==> src/rtl/ps2_rx_fifo.sv <==
// PS/2 device-to-host receiver: input conditioning, 11-bit frame decode with
// parity/stop checking, abort timeout, and a first-word-fall-through result FIFO.
module ps2_rx_fifo #(
    parameter int FILTER_LEN     = 8,
    parameter int FIFO_DEPTH     = 16,
    parameter int TIMEOUT_CYCLES = 100000
) (
    input  logic                          clk,
    input  logic                          rst,
    input  logic                          kb_clk,
    input  logic                          kb_data,
    input  logic                          rx_ready,
    input  logic                          clr_ovf,
    output logic                          rx_valid,
    output logic [7:0]                    rx_data,
    output logic                          rx_perr,
    output logic                          rx_ferr,
    output logic [$clog2(FIFO_DEPTH):0]   rx_level,
    output logic                          rx_overflow,
    output logic                          rx_timeout
);

    localparam int AW = $clog2(FIFO_DEPTH);
    localparam int LW = AW + 1;
    localparam int FW = (FILTER_LEN > 1) ? $clog2(FILTER_LEN) : 1;
    localparam int TW = $clog2(TIMEOUT_CYCLES + 1);

    localparam logic [1:0] ST_IDLE   = 2'd0;
    localparam logic [1:0] ST_DATA   = 2'd1;
    localparam logic [1:0] ST_PARITY = 2'd2;
    localparam logic [1:0] ST_STOP   = 2'd3;

    function automatic logic parity_err(input logic [7:0] d, input logic p);
        return ~(^d ^ p);
    endfunction

    logic          kb_clk_p0, kb_clk_p1, kb_data_p0, kb_data_p1;
    logic [FW-1:0] flt_cnt;
    logic          kb_clk_flt, kb_clk_flt_d;
    logic          edge_e, bit_b;

    logic [1:0]    state;
    logic [2:0]    bit_cnt;
    logic [TW-1:0] to_cnt;
    logic          timeout_hit;
    logic          push_vld_p1;

    logic [7:0]    shift_p0;
    logic          perr_p0;
    logic [9:0]    push_word_p1;

    logic [9:0]    mem [FIFO_DEPTH];
    logic [AW-1:0] wr_ptr, rd_ptr;
    logic          full, pop, push_ok, ovf_set;
    logic [9:0]    head;

    // Stage: 2-FF synchronisers, idle-high.
    always_ff @(posedge clk or posedge rst) begin
        if (rst) begin
            kb_clk_p0  <= 1'b1;
            kb_clk_p1  <= 1'b1;
            kb_data_p0 <= 1'b1;
            kb_data_p1 <= 1'b1;
        end else begin
            kb_clk_p0  <= kb_clk;
            kb_clk_p1  <= kb_clk_p0;
            kb_data_p0 <= kb_data;
            kb_data_p1 <= kb_data_p0;
        end
    end

    // Stage: glitch filter, level only follows after FILTER_LEN differing samples.
    always_ff @(posedge clk or posedge rst) begin
        if (rst) begin
            flt_cnt      <= '0;
            kb_clk_flt   <= 1'b1;
            kb_clk_flt_d <= 1'b1;
        end else begin
            kb_clk_flt_d <= kb_clk_flt;
            if (kb_clk_p1 == kb_clk_flt) begin
                flt_cnt <= '0;
            end else if (flt_cnt == FW'(FILTER_LEN - 1)) begin
                flt_cnt    <= '0;
                kb_clk_flt <= kb_clk_p1;
            end else begin
                flt_cnt <= flt_cnt + FW'(1);
            end
        end
    end

    assign edge_e      = kb_clk_flt_d & ~kb_clk_flt;
    assign bit_b       = kb_data_p1;
    assign timeout_hit = (state != ST_IDLE) && (to_cnt == TW'(TIMEOUT_CYCLES));

    // Stage: frame FSM and abort timer.
    always_ff @(posedge clk or posedge rst) begin
        if (rst) begin
            state       <= ST_IDLE;
            bit_cnt     <= '0;
            to_cnt      <= '0;
            rx_timeout  <= 1'b0;
            push_vld_p1 <= 1'b0;
        end else begin
            rx_timeout  <= timeout_hit;
            push_vld_p1 <= 1'b0;
            if (timeout_hit) begin
                state  <= ST_IDLE;
                to_cnt <= '0;
            end else begin
                if (state == ST_IDLE || edge_e)
                    to_cnt <= '0;
                else
                    to_cnt <= to_cnt + TW'(1);
                if (edge_e) begin
                    case (state)
                        ST_IDLE: begin
                            if (!bit_b) begin
                                state   <= ST_DATA;
                                bit_cnt <= '0;
                            end
                        end
                        ST_DATA: begin
                            bit_cnt <= bit_cnt + 3'd1;
                            if (bit_cnt == 3'd7)
                                state <= ST_PARITY;
                        end
                        ST_PARITY: state <= ST_STOP;
                        ST_STOP: begin
                            push_vld_p1 <= 1'b1;
                            state       <= ST_IDLE;
                        end
                        default: state <= ST_IDLE;
                    endcase
                end
            end
        end
    end

    always_ff @(posedge clk) begin
        if (edge_e && !timeout_hit) begin
            case (state)
                ST_DATA:   shift_p0[bit_cnt] <= bit_b;
                ST_PARITY: perr_p0 <= parity_err(shift_p0, bit_b);
                ST_STOP:   push_word_p1 <= {~bit_b, perr_p0, shift_p0};
                default:   ;
            endcase
        end
    end

    // Stage: FWFT FIFO; a pop in the push cycle frees room for a full FIFO.
    assign full    = (rx_level == LW'(FIFO_DEPTH));
    assign pop     = rx_valid & rx_ready;
    assign push_ok = push_vld_p1 & (~full | pop);
    assign ovf_set = push_vld_p1 & full & ~pop;

    always_ff @(posedge clk) begin
        if (push_ok)
            mem[wr_ptr] <= push_word_p1;
    end

    always_ff @(posedge clk or posedge rst) begin
        if (rst) begin
            wr_ptr      <= '0;
            rd_ptr      <= '0;
            rx_level    <= '0;
            rx_overflow <= 1'b0;
        end else begin
            if (push_ok)
                wr_ptr <= wr_ptr + AW'(1);
            if (pop)
                rd_ptr <= rd_ptr + AW'(1);
            if (push_ok && !pop)
                rx_level <= rx_level + LW'(1);
            else if (pop && !push_ok)
                rx_level <= rx_level - LW'(1);
            if (ovf_set)
                rx_overflow <= 1'b1;
            else if (clr_ovf)
                rx_overflow <= 1'b0;
        end
    end

    // Head fields are forced to zero while empty so they never expose stale storage.
    assign rx_valid = (rx_level != '0);
    assign head     = mem[rd_ptr];
    assign rx_data  = rx_valid ? head[7:0] : 8'h00;
    assign rx_perr  = rx_valid ? head[8]   : 1'b0;
    assign rx_ferr  = rx_valid ? head[9]   : 1'b0;

endmodule

==> config.mk <==
export PLATFORM = sky130hd
export DESIGN_NAME = ps2_rx_fifo
export DESIGN_NICKNAME = d
export VERILOG_FILES = /design/src/rtl/ps2_rx_fifo.sv
export SDC_FILE = /design/constraint.sdc
export NUM_CORES = 1
export LEC_CHECK = 0
export BUFFER_PORTS_ARGS = -buffer_cell sky130_fd_sc_hd__clkbuf_2
export CAP_MARGIN = 10
export CORE_UTILIZATION = 23
export DETAILED_ROUTE_END_ITERATION = 10
export PLACE_DENSITY_LB_ADDON = 0.08
export SYNTH_ARGS = -nofsm -noshare
export SYNTH_HDL_FRONTEND = slang
export SYNTH_SLANG_ARGS = --single-unit
export TNS_END_PERCENT = 50
==> constraint.sdc <==
create_clock -name clk -period 2.4 [get_ports clk]
set_input_delay 0.12 -clock clk [delete_from_list [all_inputs] [get_ports clk]]
set_output_delay 0.12 -clock clk [all_outputs]
set_load 0.1 [all_outputs]
==> impl_metrics.ini, run 1 <==
[setup_path]
cp-start-kind = flop
cp-startpoint = rd_ptr[0]
arrival_ps = 2340
required_ps = 2280
end_kind = primary output
r2r-start = rx_level[2]
cp_max_fo = 9
crit_type = flop to primary output

[synthesis]
synth_top_family_by_area = multiplexers
synth_cells = 533
synth_fa_ha_area_frac = 0.02792
synth_ff_type = edfxtp_1
async_reset_ff_frac = 0.2080
synth_nets = 559
syn_area_um2 = 9231
synthXorXnorAreaFrac = 0.02846
synth-simple-area-share = 0.05706
synth_compound_area_frac = 0.02941
synth_mux_area_frac = 0.1262
synth_edf_count = 179
synth_cell_type_count = 44
synth_warnings = 0
ys_seq_area_frac = 0.7105
synth-seq-cells = 226
avgSynthCellArea_um2 = 17.32

[route]
vias_per_cell = 4.191
wl_per_cell_um = 18.72
drtIter0Drc = 233
ant_nets = 0
finalWirelength_um = 21810
drt-pass1-iter-count = 6
drcViolationCount = 0
vias = 4883

[finish]
fin_cells = 1165
layout.nets = 646
mostFrequentLayoutCells = edfxtp_1, mux4_2, buf_4
final_common_cell = edfxtp_1
fillCellCount = 3984
area_growth_pct = 28.69
num_antenna_cells = 0
drive_gt1_frac = 0.3313

[place]
dp.cells = 1102
hpwl_um = 13360
port_buffers = 23
gp_congestion = 0.7266
dp_slack_ps = -22.69

[sta]
finalWorstSetupSlack_ps = -64.62
fin_tns_setup_ps = -439.7
hold_viol_final = 0
worstMarginPinSlew_ps = 897.4
clock.fmax_mhz = 405.7
grt_setup_unrepaired = true
slew_headroom = 0.3995
skew_ps = 11.37
finalCriticalPeriod_ps = 2465
slew_violations = 0
hold_ws_ps = 38.73
setup_viol = 10
period_share = 1.027

[clock_network]
cts_root_buffer = clkbuf_16
clock-sinks = 226
h-tree-depth = 1
tritoncts = built
cts.clk_slew.worst_paths_ps = 50
numCtsBuffers = 28
clk_path_buf_depth = 3
clk_latency_ps = 540

[global_route]
grtUsageTotal = 0.1100
grt_pass1_vias = 5390
grt_max_degree = 29
overflow = 0
grt_pass1_wl_um = 33620
antenna_found_initial = 0

[floorplan]
start_util = 0.2329
die_h_um = 202.3
core_area_um2 = 39640
ios = 24
die_w_um = 202.3
row_count = 73
die_area_um2 = 40940

[hold_path]
hold_path.class = input port to flop
hp-start = rx_ready

[flow_run]
maxCapViolCount = 0

[outcome]
outcome = complete, but fails checks
violations = setup timing

[power_and_ir_drop]
p_leak_nw = 4.061
p_per_area_nw_per_um2 = 1315
ir_worst_vdd_mv = 1.015
==> worst max-delay path, cell delays in order, from the launching register on <==
cell and delay, ps:
dfrtp_2 420, buf_4 150, buf_12 150, mux4_2 530
mux2i_2 230, o22ai_2 140, buf_12 180
==> kinds of logic after synthesis <==
kind of cell               count (synthesis)
DFF                                      226
and+or+nand+nor                          107
muxes                                     66
buffers and inverters                     44
AOI/OAI and AO/OA                         40
xor gates and xnor gates                  30
adders and majority gates                 20
==> what timing repair did <==
action,in CTS,in global routing
gates cloned,3,1
pin swaps,2,7
buffers inserted,4,0
endpoints found under the setup margin,12,22
resized for setup,28,8
hold buffers,5,0
endpoints found under the hold margin,27,0
==> Yosys cell counts, types with 4 or more instances <==
| library cell | n | area [um^2] |
|---|---|---|
| o22ai_1 | 12 | 75.07 |
| mux2i_1 | 23 | 230.2 |
| or4_1 | 4 | 30.03 |
| buf_2 | 4 | 20.02 |
| xnor2_1 | 27 | 236.5 |
| inv_1 | 21 | 78.83 |
| nor2_1 | 33 | 123.9 |
| mux4_2 | 40 | 900.9 |
| o211ai_1 | 5 | 37.54 |
| nand3_1 | 9 | 45.04 |
| nor4_1 | 7 | 43.79 |
| a21oi_1 | 6 | 30.03 |
| buf_1 | 4 | 15.01 |
| dfrtp_1 | 41 | 1026 |
| dfstp_2 | 6 | 157.7 |
| ha_1 | 19 | 237.7 |
| edfxtp_1 | 179 | 5375 |
| clkbuf_1 | 12 | 45.04 |
| nor3_1 | 12 | 60.06 |
| or3_1 | 5 | 31.28 |
| nand2b_1 | 5 | 31.28 |
| o21ai_0 | 8 | 40.04 |
| nand2_1 | 20 | 75.07 |
==> per-layer routing <==
metal,vias up,share of wire,GRT usage
li1,2237,-,-
met1,2550,0.46,0.1431
met2,62,0.49,0.1874
met3,34,0.032,0.02112
met4,0,0.021,0.02712
met5,-,0,0
==> worst paths after layout <==
kind | end | slack, ps | cells past startpoint
worst max register to register | rx_level[4] | 50 | 10
max in group asynchronous | kb_clk_flt_d | 1510 | 4
worst max-delay path | rx_ferr | -60 | 6
worst min register to register | kb_clk_p1 | 360 | 0
min in group asynchronous | bit_cnt[1] | 220 | 3
worst min-delay path | rd_ptr[3] | 40 | 4
==> report_power, final <==
part	switching [mW]	total (mW)	leakage [nW]	internal (mW)
combinational	3.88	6.77	1.43	2.89
sequential	0.323	4.88	2.20	4.56
clock	1.58	3.97	0.426	2.40
==> area by class of cell <==
class | instances | area [um^2] | area share
Clock inverter | 15 | 120.1 | 0.01011
Tap cell | 525 | 656.9 | 0.05529
Multi-Input combinational cell | 263 | 2833 | 0.2384
Sequential cell | 226 | 6575 | 0.5535
Timing Repair Buffer | 80 | 865.8 | 0.07288
Inverter | 21 | 81.33 | 0.006846
Clock buffer | 35 | 748.2 | 0.06298
==> sequential cells by signal, indices dropped and copies added, names as in the netlist <==
signal	flops
rd_ptr	4
kb_clk_flt	1
kb_clk_p1	1
perr_p0	1
rx_timeout	1
state	2
push_vld_p1	1
bit_b	1
to_cnt	17
shift_p0	8
rx_overflow	1
bit_cnt	3
kb_clk_flt_d	1
flt_cnt	3
kb_clk_p0	1
mem	160
kb_data_p0	1
rx_level	5
push_word_p1	10
wr_ptr	4
==> through the flow <==
| step | instance area [um^2] | total power [mW] | utilization |
|---|---|---|---|
| 6_report | 11880 | 15.62 | 0.2997 |
| 5_1_grt | 11880 | 16.39 | 0.2997 |
| 4_1_cts | 11820 | 15.78 | 0.2981 |
| 3_5_place_dp | 10650 | 11.07 | 0.2687 |
| 3_3_place_gp | 10650 | 11.03 | 0.2687 |
| 2_1_floorplan | 9454 | 9.080 | - |
Power figures use the tool's default switching activity.
==> run 2: changes to the inputs <==
--- a/config.mk
+++ b/config.mk
@@ -7,9 +7,10 @@
 export LEC_CHECK = 0
 export BUFFER_PORTS_ARGS = -buffer_cell sky130_fd_sc_hd__clkbuf_2
 export CAP_MARGIN = 10
-export CORE_UTILIZATION = 23
+export CORE_UTILIZATION = 45
 export DETAILED_ROUTE_END_ITERATION = 10
 export PLACE_DENSITY_LB_ADDON = 0.08
+export REMOVE_ABC_BUFFERS = 1
 export SYNTH_ARGS = -nofsm -noshare
 export SYNTH_HDL_FRONTEND = slang
 export SYNTH_SLANG_ARGS = --single-unit
==> run 2 against run 1 <==
The flow now finishes without violations; routed wire length is 19% lower; cell count is 24% lower; utilization is 25 points higher; maximum frequency is 3.0% higher; first-iteration DRC count is 4.3% higher; sequential cell count stayed put; sequential share of layout area is 3.4 points higher; critical path type unchanged; critical endpoint is now rx_data[1]; largest power group unchanged.
==> impl_metrics.ini, run 2 (synthesis results as in run 1) <==
[outcome]
outcome = completed

[setup_path]
required_ps = 2280
end_kind = primary output
arrival_ps = 2270
cp-start-kind = flop
cp_max_fo = 12
crit_type = flop to primary output

[power_and_ir_drop]
power_mw = 14.72
ir_worst_vdd_mv = 1.085
p_per_area_nw_per_um2 = 1319
p_leak_nw = 3.907

[clock_network]
cts.clk_slew.worst_paths_ps = 60
numCtsBuffers = 24
clk_latency_ps = 510
h-tree-depth = 1
cts_root_buffer = clkbuf_16
clock-sinks = 226
clk_path_buf_depth = 3
tritoncts = built

[floorplan]
die_h_um = 145.2
ios = 24
core_area_um2 = 20170
die_area_um2 = 21090
die_w_um = 145.2
start_util = 0.4577
row_count = 52

[finish]
regMostFlops = mem
reg_top3 = mem x160, to_cnt x17, push_word_p1 x10
mostFrequentLayoutCells = edfxtp_1, mux4_2, dfrtp_1
fin_cells = 887
drive_gt1_frac = 0.3063
area_growth_pct = 20.93
num_antenna_cells = 0
final_common_cell = edfxtp_1
largest_register_ffs = 160
layout.nets = 625

[sta]
clock.fmax_mhz = 417.9
slew_headroom = 0.2676
skew_ps = 10.33
finalCriticalPeriod_ps = 2393
setup_viol = 0
worstMarginPinSlew_ps = 1094
grt_setup_unrepaired = true
slew_violations = 0
finalWorstSetupSlack_ps = 7.231
period_share = 0.9970
hold_ws_ps = 104.1
hold_viol_final = 0

[place]
hpwl_um = 11080
dp_slack_ps = -75.68
port_buffers = 23
dp.cells = 830
gp_congestion = 0.7376

[route]
wl_met1_um = 7789
met2_length_um = 9026
drcViolationCount = 0
ant_nets = 0
drt-pass1-iter-count = 4
top_layer = met4
wl_per_cell_um = 19.90
finalWirelength_um = 17650
vias_per_cell = 5.328
vias = 4726
drtIter0Drc = 243
wl_met3_um = 691

[global_route]
grt_pass1_wl_um = 28500
grt_pass1_vias = 5143
grt_max_degree = 34
overflow = 0
antenna_found_initial = 0
grtUsageTotal = 0.1757

[hold_path]
hold_path.class = input port to asynchronous set/reset pin

[flow_run]
maxCapViolCount = 0
run 2: changes by cell type in the layout (fill, tap and decap cells not counted), moves of 4 or more:
cell and change:
nor3_1 +4, o22ai_2 +6, nor2_2 +4, mux2i_4 -9
o22ai_4 -6, mux2i_2 +6, dfrtp_1 +5, nor2_1 -4
buf_4 -13, clkbuf_16 -5
run 2: where the power goes:
group	switching, mW	internal [mW]
Sequential	0.308	4.54
Clock	1.47	2.33
Combinational	3.54	2.54
Total	5.32	9.41
run 2: worst paths after layout:
path,start,endpoint,slack (ps),cells past startpoint
min in group clk,kb_data,kb_data_p0,240,2
max,rd_ptr[0],rx_data[1],7,6
max reg2reg,rx_level[3],mem[14][4],20,6
min reg2reg,kb_clk_p0,kb_clk_p1,350,0
max in group asynchronous,rst,bit_b,1540,4
min,rst,rd_ptr[2],100,3
run 2: repair_timing:
action / in CTS / in global routing
setup endpoints to repair: 22 / 122
pin swaps: 4 / 7
endpoints found under the hold margin: 20 / 0
setup buffers: 5 / 1
hold buffers: 5 / 0
cloned: 2 / 0
resized for setup: 33 / 14
run 2: metal layers:
layer / global-route usage / up-vias
li1: - / 2191
met5: 0 / -
met4: 0.03947 / 0
met2: 0.3005 / 73
met1: 0.2379 / 2453
met3: 0.02736 / 9
run 2: layout make-up:
cell class,instances,area (um^2)
fill,1636,9006
sequential,226,6561
multi-input combinational,263,2679
timing repair buffer,63,684.4
clock buffer,28,636.9
tap,270,337.8
clock inverter,16,182.7
inverter,21,81.33
run 2: critical path: stages (launching register included):
cell	delay, ps
dfrtp_2	390
buf_12	130
buf_12	160
mux4_2	530
mux2i_2	210
o22ai_2	150
buf_12	190
run 2: through the flow:
step	TNS (ps)	instance area (um^2)	utilization
after floorplan	-92930	9121	-
after global placement	-83.80	9980	0.4948
after detailed placement	-341.1	9980	0.4948
after CTS	-254.1	11100	0.5502
after global routing	-9105	11160	0.5535
final	0	11160	0.5535
==> run 3: changes to the inputs <==
--- a/config.mk
+++ b/config.mk
@@ -7,6 +7,7 @@
 export LEC_CHECK = 0
 export BUFFER_PORTS_ARGS = -buffer_cell sky130_fd_sc_hd__clkbuf_2
 export CAP_MARGIN = 10
+export CORE_ASPECT_RATIO = 0.75
 export CORE_UTILIZATION = 45
 export DETAILED_ROUTE_END_ITERATION = 10
 export PLACE_DENSITY_LB_ADDON = 0.08
==> run 3 against run 2 <==
Combinational power is 5.6% higher; utilization is 1.6 points higher; critical path depth is 1 higher; critical path type unchanged; clock skew is 3.3 ps lower; total power is 0.33% lower; die area hardly changed; worst setup slack worse by 1.8 ps; count of clock-buffer cells in the layout is 1 lower; sequential share of layout area is 0.31 points lower; register-to-register slack hardly changed.
==> impl_metrics.ini, run 3 (synthesis results as in run 1) <==
[clock_network]
clk_latency_ps = 490
clock-sinks = 226
cts_root_buffer = clkbuf_16
numCtsBuffers = 23
cts.clk_slew.worst_paths_ps = 60
tritoncts = built
clk_path_buf_depth = 3
h-tree-depth = 1

[sta]
setup_viol = 0
worstMarginPinSlew_ps = 867.0
slew_violations = 0
grt_setup_unrepaired = true
hold_viol_final = 0
period_share = 0.9978
clock.fmax_mhz = 417.6
skew_ps = 7.062
slew_headroom = 0.4198
finalCriticalPeriod_ps = 2395

[finish]
layout.nets = 637
final_area_um2 = 11220
drive_gt1_frac = 0.3046
num_antenna_cells = 0
area_growth_pct = 21.54
reg_top3 = mem x160, to_cnt x17, push_word_p1 x10
final_util = 0.5693
regMostFlops = mem
final_common_cell = edfxtp_1
mostFrequentLayoutCells = edfxtp_1, mux4_2, dfrtp_1
largest_register_ffs = 160

[route]
vias_per_cell = 5.409
vias = 4760
wl_met3_um = 530
ant_nets = 0
wl_per_cell_um = 19.76
wl_met1_um = 8475
drcViolationCount = 0
finalWirelength_um = 17390
drt-pass1-iter-count = 4
top_layer = met4
met2_length_um = 8006
drtIter0Drc = 242

[setup_path]
max_stage_delay_ps = 500
r2r-start = rx_level[1]
end_kind = primary output
crit_type = flop to primary output
cp_max_fo = 8
reg2reg_setup_slack_ps = 20
reg2reg_depth = 11
arrival_ps = 2270
required_ps = 2280
cp_cell_sequence = buf_12 > buf_12 > buf_12 > mux4_2 > mux2i_2 > o22ai_4 > buf_12
crit_path_frequent_cell = buf_12
reg2reg_to = rx_level[4]
critPathSlowestCell = mux4_2
cp-start-kind = flop

[power_and_ir_drop]
ir_worst_vdd_mv = 0.7094
p_leak_nw = 3.941
p_per_area_nw_per_um2 = 1308

[outcome]
outcome = completed

[floorplan]
core_area_um2 = 19710
die_w_um = 167.4
die_area_um2 = 21100
ios = 24
die_h_um = 126.0
row_count = 44
start_util = 0.4684

[global_route]
grtUsageTotal = 0.1727
grt_pass1_vias = 4918
overflow = 0
grt_pass1_wl_um = 27690
antenna_found_initial = 0
grt_max_degree = 48

[place]
port_buffers = 23
gp_congestion = 0.7694
placedInstanceArea_um2 = 9997
hpwl_um = 10530

[flow_run]
maxCapViolCount = 0

[hold_path]
hp-start = kb_data
hold_path.class = input port to flop
min_to = kb_data_p0
min_delay_path_depth = 2
==> run 3: changes by cell type in the layout (fill, tap and decap cells not counted), sizes merged <==
cell      before  now
bufinv         4    3
buf           45   57
clkinvlp       2    1
==> run 3: what timing repair did <==
| action | 4_1_cts | 5_1_grt |
|---|---|---|
| pin swaps | 5 | 8 |
| buffers inserted | 6 | 8 |
| gates resized for setup | 38 | 22 |
| hold buffers | 5 | 0 |
| endpoints found under the setup margin | 11 | 42 |
| cloned | 2 | 1 |
| endpoints found under the hold margin | 46 | 0 |
==> run 3: area by class of cell <==
type | count | area [um^2]
fillers | 1517 | 8489
flip-flops and latches | 226 | 6560
multi-input cells | 263 | 2726
repair buffers | 76 | 808.3
clock buffers | 27 | 590.6
well taps | 253 | 316.6
clock inverters | 14 | 138.9
inverters | 21 | 78.83
==> run 3: worst max-delay path by stage <==
stage / to / startpoint
5_1_grt: rx_level[4] / rx_level[1]
3_3_place_gp: rx_level[4] / rx_level[1]
2_1_floorplan: rx_data[6] / rx_level[1]
4_1_cts: rx_data[3] / rd_ptr[0]
3_5_place_dp: rx_level[4] / rx_level[1]
6_report: rx_data[4] / rd_ptr[0]
==> run 3: worst max-delay path: cells and delay by family (launching register included) <==
family                 cells  cell delay [ps]
flip-flops                 1              390
AO/OA/AOI/OAI              1              110
buffers and inverters      4              550
multiplexers               2              720
==> run 3: report_power, final <==
part,leakage [nW],internal [mW],switching (mW)
Clock,0.358,2.07,1.38
Combinational,1.38,2.73,3.69
Sequential,2.21,4.53,0.268
Total,3.94,9.34,5.33
==> run 3: through the flow <==
step	power (mW)	instances	setup WS, ps	hold slack, ps	TNS (ps)
5_1_grt	15.27	880	-96.53	241.5	-444.0
3_3_place_gp	10.28	820	2.166	210.2	0
2_1_floorplan	8.467	510	-1711	124.5	-92930
3_5_place_dp	10.34	820	-116.3	210.1	-116.3
4_1_cts	14.50	873	-25.18	233.5	-135.7
6_report	14.67	880	5.400	257.4	0
==> run 3: layer usage <==
layer | vias to the layer above | global-route usage
li1 | 2207 | -
met1 | 2466 | 0.2550
met2 | 61 | 0.2708
met3 | 26 | 0.02608
met4 | 0 | 0.04371
met5 | - | 0
